**config.mk**
```make
export PLATFORM = sky130hd
export DESIGN_NAME = uart_rx_ctrl
export DESIGN_NICKNAME = d
export VERILOG_FILES = /design/src/rtl/uart_rx_ctrl.sv
export SDC_FILE = /design/constraint.sdc
export NUM_CORES = 1
export LEC_CHECK = 0
export ABC_AREA = 1
export CAP_MARGIN = 25
export CORE_MARGIN = 2
export CORE_UTILIZATION = 41
export DETAILED_ROUTE_END_ITERATION = 8
export PLACE_DENSITY_LB_ADDON = 0.12
export SKIP_LAST_GASP = 1
export SLEW_MARGIN = 20
export SYNTH_ARGS = -nofsm -noshare
export SYNTH_HDL_FRONTEND = slang
export SYNTH_SLANG_ARGS = --single-unit
```
**constraint.sdc**
```tcl
create_clock -name clk -period 4.6 [get_ports clk]
set_clock_uncertainty 0.2 [all_clocks]
set_input_delay 1.15 -clock clk [delete_from_list [all_inputs] [get_ports clk]]
set_output_delay 1.15 -clock clk [all_outputs]
set_load 0.01 [all_outputs]
```
**src/rtl/uart_rx_ctrl.sv**
```systemverilog
// uart_rx_ctrl: receive-side byte FIFO between the UART receiver and the
// CPU register interface. Registered pop handshake, sticky overflow flag,
// and an interrupt from a fill threshold or an idle timeout on unread data.
module uart_rx_ctrl #(
  parameter int unsigned DEPTH          = 16,
  parameter int unsigned TIMEOUT_CYCLES = 2048,
  localparam int unsigned LW            = $clog2(DEPTH) + 1
) (
  input  logic          clk,
  input  logic          rst_n,
  input  logic          en,
  input  logic          rx_done,
  input  logic [7:0]    rx_byte,
  input  logic          rd_req,
  output logic [7:0]    rd_data,
  output logic          rd_valid,
  output logic [LW-1:0] level,
  input  logic [LW-1:0] threshold,
  output logic          overflow,
  input  logic          ovf_clr,
  output logic          timeout,
  output logic          irq
);

  localparam int unsigned AW = $clog2(DEPTH);
  localparam int unsigned CW = $clog2(TIMEOUT_CYCLES);
  localparam logic [LW-1:0] FULL_LVL = LW'(DEPTH);
  localparam logic [CW-1:0] CNT_MAX  = CW'(TIMEOUT_CYCLES - 1);

  typedef enum logic [1:0] {
    S_IDLE,
    S_FILLING,
    S_STALE
  } state_e;

  logic [7:0]    mem_q [DEPTH];
  logic [AW-1:0] wptr_q, wptr_d;
  logic [AW-1:0] rptr_q, rptr_d;
  logic [LW-1:0] level_q, level_d;
  logic [7:0]    rd_data_q;
  logic          rd_valid_q;
  logic          overflow_q;
  logic          timeout_q;
  logic [CW-1:0] cnt_q;
  state_e        state_q;

  logic push, pop_acc, push_acc, drop, full, activity;

  // Handshake decode: a full FIFO still accepts a push when a pop frees a slot
  // in the same cycle; an empty FIFO never lets a push fall through to a pop.
  always_comb begin
    full     = (level_q == FULL_LVL);
    push     = en && rx_done;
    pop_acc  = rd_req && (level_q != '0);
    push_acc = push && (!full || pop_acc);
    drop     = push && full && !pop_acc;
    activity = push_acc || pop_acc;
    wptr_d   = push_acc ? wptr_q + AW'(1) : wptr_q;
    rptr_d   = pop_acc  ? rptr_q + AW'(1) : rptr_q;
    level_d  = level_q + LW'(push_acc) - LW'(pop_acc);
  end

  // Byte storage; contents are only meaningful between the pointers.
  always_ff @(posedge clk) begin
    if (push_acc) mem_q[wptr_q] <= rx_byte;
  end

  // Pointers, occupancy and the registered pop output.
  always_ff @(posedge clk or negedge rst_n) begin
    if (!rst_n) begin
      wptr_q     <= '0;
      rptr_q     <= '0;
      level_q    <= '0;
      rd_data_q  <= '0;
      rd_valid_q <= 1'b0;
    end else begin
      wptr_q     <= wptr_d;
      rptr_q     <= rptr_d;
      level_q    <= level_d;
      rd_valid_q <= pop_acc;
      if (pop_acc) rd_data_q <= mem_q[rptr_q];
    end
  end

  // Sticky overflow; a drop in the same cycle wins over a clear.
  always_ff @(posedge clk or negedge rst_n) begin
    if (!rst_n) begin
      overflow_q <= 1'b0;
    end else if (drop) begin
      overflow_q <= 1'b1;
    end else if (ovf_clr) begin
      overflow_q <= 1'b0;
    end
  end

  // Idle-timeout FSM with registered timeout output.
  always_ff @(posedge clk or negedge rst_n) begin
    if (!rst_n) begin
      state_q   <= S_IDLE;
      cnt_q     <= '0;
      timeout_q <= 1'b0;
    end else begin
      case (state_q)
        S_IDLE: begin
          cnt_q     <= '0;
          timeout_q <= 1'b0;
          if (push_acc) state_q <= S_FILLING;
        end
        S_FILLING: begin
          if (level_d == '0) begin
            state_q <= S_IDLE;
            cnt_q   <= '0;
          end else if (activity) begin
            cnt_q <= '0;
          end else if (cnt_q == CNT_MAX) begin
            state_q   <= S_STALE;
            timeout_q <= 1'b1;
          end else begin
            cnt_q <= cnt_q + CW'(1);
          end
        end
        S_STALE: begin
          if (level_d == '0) begin
            state_q   <= S_IDLE;
            cnt_q     <= '0;
            timeout_q <= 1'b0;
          end else if (activity) begin
            state_q   <= S_FILLING;
            cnt_q     <= '0;
            timeout_q <= 1'b0;
          end
        end
        default: begin
          state_q   <= S_IDLE;
          cnt_q     <= '0;
          timeout_q <= 1'b0;
        end
      endcase
    end
  end

  // Interrupt from registered state only; no combinational path from strobes.
  always_comb begin
    irq = ((threshold != '0) && (level_q >= threshold)) || timeout_q;
  end

  assign rd_data  = rd_data_q;
  assign rd_valid = rd_valid_q;
  assign level    = level_q;
  assign overflow = overflow_q;
  assign timeout  = timeout_q;

endmodule

```
==> results by group <==
CTS
  • Total CTS buffers: 17
  • Post-CTS resize count: 0
  • Root Buffer: clkbuf_16
  • Setup bufs post-CTS: 0
  • Max clock buf depth: 2
  • CTS Sinks: roughly 170
  • Clock Pin Slew Worst Setup and Hold Paths: about 60 ps
  • CTS Hold Bufs: 0
  • Worst skew pair latency: 420 ps
  • CTS tree: done
  • H-tree depth: 4

Synthesis
  • Netlist cell types: 36
  • Xor and xnor area share after synthesis: 0.0132
  • Sequential element share of the synthesized area: 0.655
  • Mapped cell area: 7290 um^2
  • Syn_nets: just over 700
  • YS warnings: 0
  • Seq cells post-synth: 165
  • Post-Synth Adder-Cell Area: 0.0319
  • Largest family of logic cells by synthesized area: simple AND/OR/NAND/NOR gates
  • Complex-gate fraction of the synthesized area: 0.0915
  • Simple-gate share of the synthesized area: 0.169
  • Number of enable flip-flop cells after synthesis: around 130
  • Syn Inst Count: 668
  • Top_reg_cell synth: edfxtp_1
  • Synth Area per Inst: 10.9 um^2
  • Mux contribution to synthesized area: 0
  • Async S/R FF share, synth: 0.224

Placed design
  • GPL Wtd Cong: 0.869
  • IO buf count: 35
  • Area after DPL: 7910 um^2
  • HPWL Detailed: 10900 um

Floorplan
  • Io pins: 36
  • Initial core utilization: 0.420
  • Row count: between 40 and 50
  • Die footprint: ~19000 um^2
  • Chip width: 137 um
  • Die height: roughly 140 um
  • CORE AREA: about 17000 um^2

Power and ir drop
  • Logic gate share of total power: 0.342
  • Worst VDD drop: 0.309 mV
  • Final Power: 0.00514 W
  • Net Sw Power: 0.00187 W
  • Clock share of power: 0.284
  • Sequential Power Share: 0.375
  • Power Dens Cells: 602 nW/um^2
  • Sw frac: 0.364
  • Internal Power: 0.00327 W
  • Pleak: 3.22 nW

Finish
  • Ant. Diodes: 0
  • Final nets: 747
  • Finished Cell Area: between 8000 and 9000 um^2
  • Share of cells above drive strength 1: 0.0844
  • Area grow syn2layout: 17.1%

Route
  • Vias/cell: 5.27
  • Detailed Route Iter0 Violations: 433
  • TritonRoute pass-1 iters: 5
  • WL final: 16500 um
  • Final ANT Viol Nets: 0
  • Avg WL per Cell: 17.4 um
  • Detailed-route DRC error count: 0
  • Total number of vias: 4994

Critical path
  • WS Path Type: primary input to primary output
  • Family with the most delay on the worst path: buffers and inverters
  • CP peak stage delay: 490 ps
  • CP endpoint kind: primary output
  • Crit path arrival time: between 3000 and 4000 ps
  • Worst Path Buf+Inv: 3
  • Crit path max fanout: 3
  • CP Cell Sequence: clkdlybuf4s50_1 > inv_1 > ha_1 > a21oi_1 > o21ai_0 > o32ai_1 > nand2_1 > clkdlybuf4s50_1
  • Reg2reg path depth: 21
  • Slowest stage cell, crit path: clkdlybuf4s50_1
  • Crit path required time: 3250 ps
  • CP dominant cell by count: clkdlybuf4s50_1
  • WP depth: 8
  • R2R Setup Slk: 1140 ps
  • CP Launch Type: primary input

Status
  • Outcome: finished clean

Timing
  • Tcrit/Tclk final: 0.958
  • Total negative slack: 0 ps
  • Worst Max-Slew Pin Slew: 955 ps
  • Unrepaired setup endpoints after global routing: no
  • Final setup fails: 0
  • Final Max Slew Viols: 0
  • Relative slew slack: 0.361
  • Post-layout min period: 4410 ps
  • Hold Fails Final Rpt: 0
  • Max frequency: 227 MHz

Hold path
  • Min-Delay Path Class: flip-flop to flip-flop
  • Worst Hold Depth: 2

Global route
  • Initial antenna violation count: 0
  • GRT overflow: 0
  • Pin count of the biggest net entering global routing: 67
  • First-pass GRT wire length: 26500 um
  • Vias in the first global route: 4852
  • Overall routing resource usage: 0.190

Job
  • Max-cap violations: 0
## sequential cells by signal, indices dropped and copies added, names as in the netlist, 2 cells and up
name	flops
cnt_q	11
level	5
mem_q	128
rd_data	8
rptr_q	4
state_q	2
wptr_q	4
## final timing paths
check                                             from                     end
min in group asynchronous                        rst_n   cnt_q[10]$_DFFE_PN0P_
max in group asynchronous                        rst_n   rptr_q[0]$_DFFE_PN0P_
worst min-delay path            rd_data[6]$_DFFE_PN0P_  rd_data[6]$_DFFE_PN0P_
worst max-delay path                      threshold[4]                     irq
worst max register to register      level[3]$_DFF_PN0_   cnt_q[10]$_DFFE_PN0P_
worst min register to register  rd_data[6]$_DFFE_PN0P_  rd_data[6]$_DFFE_PN0P_
## final cells by class
class                      count  area, um^2
clock buffer                  18         439
clock inverter                14         178
fill                        1551        8830
inverter                      45         169
multi-input combinational    431        2220
sequential                   165        4770
tap                          225         282
timing repair buffer          50         465
## cells in the final DEF (no fill, tap or decap), types with 2 or more instances in the layout
cell type,instances
a21oi_1,8
buf_4,14
bufinv_16,3
clkbuf_16,17
clkdlybuf4s50_1,34
clkinv_1,4
clkinv_4,5
clkinvlp_4,3
dfrtp_1,36
edfxtp_1,128
ha_1,17
inv_1,40
inv_2,2
inv_6,2
nand2_1,109
nand2_4,2
nand3_1,39
nand4_1,7
nor2_1,115
nor2_2,2
nor2_4,2
nor3_1,6
o211ai_1,24
o21ai_0,69
o221ai_1,8
xnor2_1,2
xor2_1,9
## worst min-delay path: stages (launching register included)
cell and delay [ps]:
dfrtp_1 350, nand2_1 50, nand2_1 60
## cell usage after synthesis, drive strengths merged, types with 2 or more instances
cell type / count / area share
inv: 42 / 0.022
nor3: 6 / 0.0041
xnor2: 2 / 0.0024
a21oi: 8 / 0.0055
nand3: 41 / 0.031
o21ai: 69 / 0.047
o211ai: 24 / 0.025
edfxtp: 128 / 0.53
ha: 17 / 0.029
or2: 2 / 0.0017
dfrtp: 37 / 0.13
buf: 14 / 0.010
xor2: 9 / 0.011
o221ai: 8 / 0.0096
nor2: 119 / 0.064
clkbuf: 13 / 0.0067
clkinv: 3 / 0.0015
nand2: 112 / 0.060
nand4: 7 / 0.0060
## cell families (layout without fill, tap and decap cells)
family / Yosys count / after routing
fa+ha+maj: 18 / 18
xor+xnor: 11 / 11
flops: 165 / 165
compound gates: 113 / 113
simple gates: 289 / 289
buf+inv: 72 / 127
## metrics by stage
step                       util  setup WS, ps  hold slack (ps)  cells
final                     0.491           192              290    948
after global routing      0.491           104              309    948
after CTS                 0.491           217              292    948
after detailed placement  0.456           235              276    916
after global placement    0.455           296              273    915
after floorplan               -          1010              263    668
## routing by layer
layer | vias up | global-route usage | wire (um)
met5 | - | 0 | 0
li1 | 2411 | - | -
met3 | 14 | 0.0342 | 466
met4 | 0 | 0.0756 | 301
met1 | 2470 | 0.254 | 7600
met2 | 99 | 0.309 | 8170
## power by group through the flow
| stage | Sequential (W) | Combinational [W] | Clock, W |
|---|---|---|---|
| after floorplan | 0.00192 | 0.00115 | 0 |
| after global placement | 0.00195 | 0.00171 | 0 |
| after detailed placement | 0.00195 | 0.00176 | 0 |
| after CTS | 0.00193 | 0.00177 | 0.00149 |
| after global routing | 0.00195 | 0.00198 | 0.00155 |
| final | 0.00192 | 0.00175 | 0.00146 |
(Power assumes the default switching activity.)
